[src/rtl/pipe_ctrl_pkg.sv]
// Shared encodings for the pipeline hazard/control unit.
// Forwarding selects, FSM states and branch-resolution stage numbers.
package pipe_ctrl_pkg;

  localparam logic [1:0] FWD_RF  = 2'b00;
  localparam logic [1:0] FWD_WB  = 2'b01;
  localparam logic [1:0] FWD_MEM = 2'b10;

  typedef enum logic {
    ST_IDLE = 1'b0,
    ST_BUSY = 1'b1
  } state_t;

  localparam int STG_ID  = 1;
  localparam int STG_EX  = 2;
  localparam int STG_MEM = 3;

endpackage

[src/rtl/fwd_sel.sv]
// Single-operand forwarding comparator; MEM result wins over WB.
// Register 0 is hard-zero and never forwarded.
module fwd_sel
  import pipe_ctrl_pkg::*;
#(
  parameter int REG_AW = 5
) (
  input  logic [REG_AW-1:0] src,
  input  logic [REG_AW-1:0] mem_rd,
  input  logic              mem_we,
  input  logic [REG_AW-1:0] wb_rd,
  input  logic              wb_we,
  output logic [1:0]        sel
);

  always_comb begin
    sel = FWD_RF;
    if (mem_we && mem_rd != '0 && mem_rd == src)
      sel = FWD_MEM;
    else if (wb_we && wb_rd != '0 && wb_rd == src)
      sel = FWD_WB;
  end

endmodule

[src/rtl/pipe_hazard_ctrl.sv]
// Hazard and control unit: forwarding, load-use interlock, multi-cycle
// EX occupancy FSM, redirect flush and a saturating stall counter.
module pipe_hazard_ctrl
  import pipe_ctrl_pkg::*;
#(
  parameter int REG_AW   = 5,
  parameter int MUL_LAT  = 4,
  parameter int BR_STAGE = 3,
  parameter int CNT_W    = 16
) (
  input  logic              clk_i,
  input  logic              rst_i,
  input  logic [REG_AW-1:0] id_rs_i,
  input  logic [REG_AW-1:0] id_rt_i,
  input  logic              id_rs_used_i,
  input  logic              id_rt_used_i,
  input  logic [REG_AW-1:0] ex_rs_i,
  input  logic [REG_AW-1:0] ex_rt_i,
  input  logic [REG_AW-1:0] ex_rd_i,
  input  logic              ex_valid_i,
  input  logic              ex_regwrite_i,
  input  logic              ex_memread_i,
  input  logic              ex_multi_i,
  input  logic [REG_AW-1:0] mem_rd_i,
  input  logic              mem_regwrite_i,
  input  logic [REG_AW-1:0] wb_rd_i,
  input  logic              wb_regwrite_i,
  input  logic              redirect_i,
  output logic [1:0]        fwd_a_o,
  output logic [1:0]        fwd_b_o,
  output logic              pc_stall_o,
  output logic              ifid_stall_o,
  output logic              idex_stall_o,
  output logic              ifid_flush_o,
  output logic              idex_bubble_o,
  output logic              exmem_bubble_o,
  output logic              multi_busy_o,
  output logic              multi_abort_o,
  output logic [CNT_W-1:0]  stall_cnt_o
);

  localparam bit MULTI_EN = (MUL_LAT > 1);
  localparam logic [3:0] OCC_LD =
    MULTI_EN ? 4'(MUL_LAT - 2) : 4'd0;

  state_t     state, state_n;
  logic [3:0] occ, occ_n;
  logic       abort_n;
  logic       detect;
  logic       multi_stall;
  logic       load_use;
  logic       rs_hit, rt_hit;

  fwd_sel #(.REG_AW(REG_AW)) u_fwd_a (
    .src    (ex_rs_i),
    .mem_rd (mem_rd_i),
    .mem_we (mem_regwrite_i),
    .wb_rd  (wb_rd_i),
    .wb_we  (wb_regwrite_i),
    .sel    (fwd_a_o)
  );

  fwd_sel #(.REG_AW(REG_AW)) u_fwd_b (
    .src    (ex_rt_i),
    .mem_rd (mem_rd_i),
    .mem_we (mem_regwrite_i),
    .wb_rd  (wb_rd_i),
    .wb_we  (wb_regwrite_i),
    .sel    (fwd_b_o)
  );

  // ex_regwrite_i is implied by a load; kept for port completeness
  logic unused_ok;
  assign unused_ok = ex_regwrite_i;

  assign rs_hit = id_rs_used_i && (id_rs_i == ex_rd_i);
  assign rt_hit = id_rt_used_i && (id_rt_i == ex_rd_i);
  assign load_use = ex_valid_i && ex_memread_i &&
                    (ex_rd_i != '0) && (rs_hit || rt_hit);

  assign detect = MULTI_EN && ex_valid_i && ex_multi_i;

  always_comb begin
    state_n     = state;
    occ_n       = occ;
    multi_stall = 1'b0;
    abort_n     = 1'b0;
    unique case (state)
      ST_IDLE: begin
        if (detect) begin
          multi_stall = 1'b1;
          occ_n       = OCC_LD;
          state_n     = ST_BUSY;
        end
      end
      ST_BUSY: begin
        if (occ != 4'd0) begin
          multi_stall = 1'b1;
          occ_n       = occ - 4'd1;
        end else begin
          state_n = ST_IDLE;
        end
      end
      default: state_n = ST_IDLE;
    endcase
    // A MEM-stage redirect kills the op sitting in EX
    if (redirect_i && BR_STAGE == STG_MEM &&
        (state == ST_BUSY || detect)) begin
      state_n = ST_IDLE;
      occ_n   = 4'd0;
      abort_n = 1'b1;
    end
  end

  always_comb begin
    pc_stall_o     = 1'b0;
    ifid_stall_o   = 1'b0;
    idex_stall_o   = 1'b0;
    ifid_flush_o   = 1'b0;
    idex_bubble_o  = 1'b0;
    exmem_bubble_o = 1'b0;
    if (redirect_i) begin
      ifid_flush_o   = 1'b1;
      idex_bubble_o  = (BR_STAGE >= STG_EX);
      exmem_bubble_o = (BR_STAGE == STG_MEM);
    end else if (multi_stall) begin
      pc_stall_o     = 1'b1;
      ifid_stall_o   = 1'b1;
      idex_stall_o   = 1'b1;
      exmem_bubble_o = 1'b1;
    end else if (load_use) begin
      pc_stall_o    = 1'b1;
      ifid_stall_o  = 1'b1;
      idex_bubble_o = 1'b1;
    end
  end

  always_ff @(posedge clk_i or posedge rst_i) begin
    if (rst_i) begin
      state         <= ST_IDLE;
      occ           <= 4'd0;
      multi_abort_o <= 1'b0;
      stall_cnt_o   <= '0;
    end else begin
      state         <= state_n;
      occ           <= occ_n;
      multi_abort_o <= abort_n;
      if (pc_stall_o && stall_cnt_o != '1)
        stall_cnt_o <= stall_cnt_o + 1'b1;
    end
  end

  assign multi_busy_o = (state == ST_BUSY);

endmodule
[config.mk]
export PLATFORM = sky130hd
export DESIGN_NAME = pipe_hazard_ctrl
export DESIGN_NICKNAME = d
export VERILOG_FILES = /design/src/rtl/pipe_ctrl_pkg.sv /design/src/rtl/fwd_sel.sv /design/src/rtl/pipe_hazard_ctrl.sv
export SDC_FILE = /design/constraint.sdc
export NUM_CORES = 1
export LEC_CHECK = 0
export BUFFER_PORTS_ARGS = -buffer_cell sky130_fd_sc_hd__buf_2
export CORE_UTILIZATION = 51
export CTS_BUF_LIST = sky130_fd_sc_hd__clkbuf_4 sky130_fd_sc_hd__clkbuf_8
export DETAILED_ROUTE_END_ITERATION = 16
export HOLD_SLACK_MARGIN = 0.06
export PLACE_DENSITY = 0.93
export SETUP_SLACK_MARGIN = 0.15
export SLEW_MARGIN = 30
export SYNTH_ARGS = -nofsm -noshare
export SYNTH_HDL_FRONTEND = slang
export SYNTH_SLANG_ARGS = --single-unit
[constraint.sdc]
create_clock -name clk_i -period 5.4 [get_ports clk_i]
set_input_delay 1.35 -clock clk_i [delete_from_list [all_inputs] [get_ports clk_i]]
set_output_delay 1.35 -clock clk_i [all_outputs]
set_load 0.01 [all_outputs]
==> results_dict.tcl <==
set metrics [dict create \
    die-area_sq_um 3302 \
    fp.dieH_um 57.47 \
    hold_depth 1 \
    min_period_over_period_pct 80.00 \
    post_cts_resized 0 \
    synth_top_family_by_area "simple AND/OR/NAND/NOR gates" \
    fin_cells 267 \
    grt_max_degree 23 \
    rrSetupSlack_ns 2.98 \
    dp_cells 264 \
    yosys_warnings 0 \
    violations "design-rule violations" \
    crit_path_max_fanout 18 \
    grt_overflow 0 \
    synthSimpleGateAreaFrac_pct 26.87 \
    setup_violations 0 \
    relSlewSlack_pct 45.49 \
    grt_usage_pct 23.33 \
    netlist_instances 166 \
    crit_arrival_ns 2.97 \
    power.total_mw 0.4477 \
    std_cell_rows 19 \
    syn_area_per_cell_sq_um 9.452 \
    slew_viol_final 0 \
    path_class "input pin to output pin" \
    htreeDepth 1 \
    drt-initial-drc-count 57 \
    r2r_cells 8 \
    antenna_found_initial 0 \
    coreArea_sq_um 2829 \
    power.density_nw_per_um2 230.1 \
    rsz0062_at_grt "no" \
    port_buffers 72 \
    cts.clk_slew.worst_paths_ns 0.11 \
    final_cell_mix "buf_2, xnor2_1, dfrtp_1, xor2_1, nand2_1" \
    ys_top_cells_by_area "dfrtp_1, xnor2_1, xor2_1, nand4_1, and3_1" \
    tns_ns 0 \
    wl_um 3682 \
    synth_seq_cells 22 \
    min_from "occ[3]$_DFFE_PP0P_" \
    cts_hold_buf 0 \
    drc 2 \
    skew_ns 0.007588 \
    hold_path_class "register to register" \
    synth-adder-area-share_pct 1.595 \
    cts_root_buf "clkbuf_4" \
    synthMuxAreaShare_pct 1.435 \
    status "complete, but fails checks" \
    synth_top_area_cell "dfrtp_1" \
    final_common_cell "buf_2" \
    fmax_mhz 231.5 \
    syn_to_final_growth_pct 24.00 \
    hpwl_um 2990 \
    grt_pass1_vias 1357 \
    ys_seq_area_share_pct 35.09 \
    clock_path_buffers 2 \
    io_pins 74 \
    start_kind "input pin" \
    ys_types 40 \
    placed_cell_area_sq_um 1923 \
    maxCapViolCount 0 \
    r2r_start "occ[0]$_DFFE_PP0P_" \
    crit_required_ns 4.05 \
    syn_nets 214 \
    ant_nets 0 \
    grt_pass1_wl_um 5878 \
    initial_core_util_pct 55.46 \
    r2r_end "stall_cnt_o[1]$_DFFE_PP0P_" \
    synth_compound_area_share_pct 7.496 \
    hold_viol_final 0 \
    post-route-util_pct 68.77 \
    postCtsSetupRepairBufs 0 \
    wire_per_inst_um 13.79 \
    cts-buffers-inserted 3 \
    drive_gt1_share_pct 34.75 \
    vias 1478 \
    place.gp.congestion 0.8606 \
    tritoncts "built" \
    die_w_um 57.47 \
    peakVddDrop_mv 0.1221 \
    fin_area_sq_um 1946 \
    insertion_delay_ns 0.31 \
    end_kind "output pin" \
    drtPass1Iterations 10 \
    min_to "occ[3]$_DFFE_PP0P_" \
    antenna_cells 0 \
    min_period_ns 4.320 \
    yosys.area.top_type_share_pct 35.09 \
    worst_slew_pin_slew_ns 0.8167 \
    avgViaCountPerCell 5.536 \
    nNetsFinal 286 \
    p_leak_nw 0.9613 \
    cts_sinks 22 \
    synth-xor-area-share_pct 23.44 \
    syn-cell-area_sq_um 1569 \
]
[routing by layer]
metal	global-route usage (%)	up-vias	wire, um
li1	-	734	-
met1	26.95	673	1495
met2	42.69	64	1912
met3	3.401	7	200
met4	9.756	0	73
met5	0	-	0
[cells in the mapped netlist]
master and n:
xnor2_1 28, dfrtp_1 22, xor2_1 14, nand2_1 11
nand4_1 9, and3_1 8, nand3_1 6, nor2b_1 6
o21ai_0 6, inv_1 5, nor2_1 4, nor4_1 4
or4_1 4, a21oi_1 3, a31oi_1 3, nand3_2 3
nor3b_1 3, and4_1 2, buf_4 2, ha_1 2
nand2b_1 2, a21o_1 1, a22o_1 1, a311oi_1 1
buf_6 1, buf_8 1, clkbuf_1 1, mux2_1 1
mux2_2 1, nand4_2 1, nor2_2 1, nor3_1 1
nor4b_1 1, o21ai_1 1, o21bai_1 1, o22ai_1 1
o311a_1 1, or2_2 1, or3_1 1, or3b_1 1
[layout make-up]
type,count,area (sq um)
multi-input combinational,134,954.7
fill,231,883.3
sequential,22,550.5
timing repair buffer,72,360.3
tap,31,38.79
clock buffer,3,22.52
inverter,5,18.77
[critical path, cell delays in order]
cell and delay [ns]:
buf_2 0.12, or3_1 0.38, o311a_1 0.31, a21o_1 0.40, nor2b_1 0.26, buf_2 0.16
[power breakdown]
group          switching (mW)  internal (mW)
logic                  0.0889         0.0743
registers              0.0242          0.187
clock network          0.0474         0.0261
total                   0.161          0.287
[worst max-delay path by stage]
stage               start      endpoint  cells past startpoint
2_1_floorplan  ex_rd_i[1]    pc_stall_o                      7
3_3_place_gp   ex_rd_i[1]  ifid_stall_o                      6
3_5_place_dp   ex_rd_i[1]  ifid_stall_o                      6
4_1_cts        ex_rd_i[1]  ifid_stall_o                      6
5_1_grt        ex_rd_i[4]  ifid_stall_o                      7
6_report       ex_rd_i[1]  ifid_stall_o                      6
[logic make-up after synthesis]
family | after synthesis
compound gates | 19
xor+xnor | 42
fa+ha+maj | 2
buf+inv | 10
flops | 22
mux | 2
simple gates | 69
[registers in the layout, summed over array words and instances, names as in the netlist]
signal and cells:
stall_cnt_o 16, occ 4, multi_busy_o 1, multi_abort_o 1
[stage by stage]
step	hold slack [ns]	worst slack, ns
floorplan	0.4440	1.286
global placement	0.4623	1.101
detailed placement	0.4753	1.093
CTS	0.4914	1.088
global route	0.5431	0.9647
finish	0.4839	1.080
(Power assumes the default switching activity.)
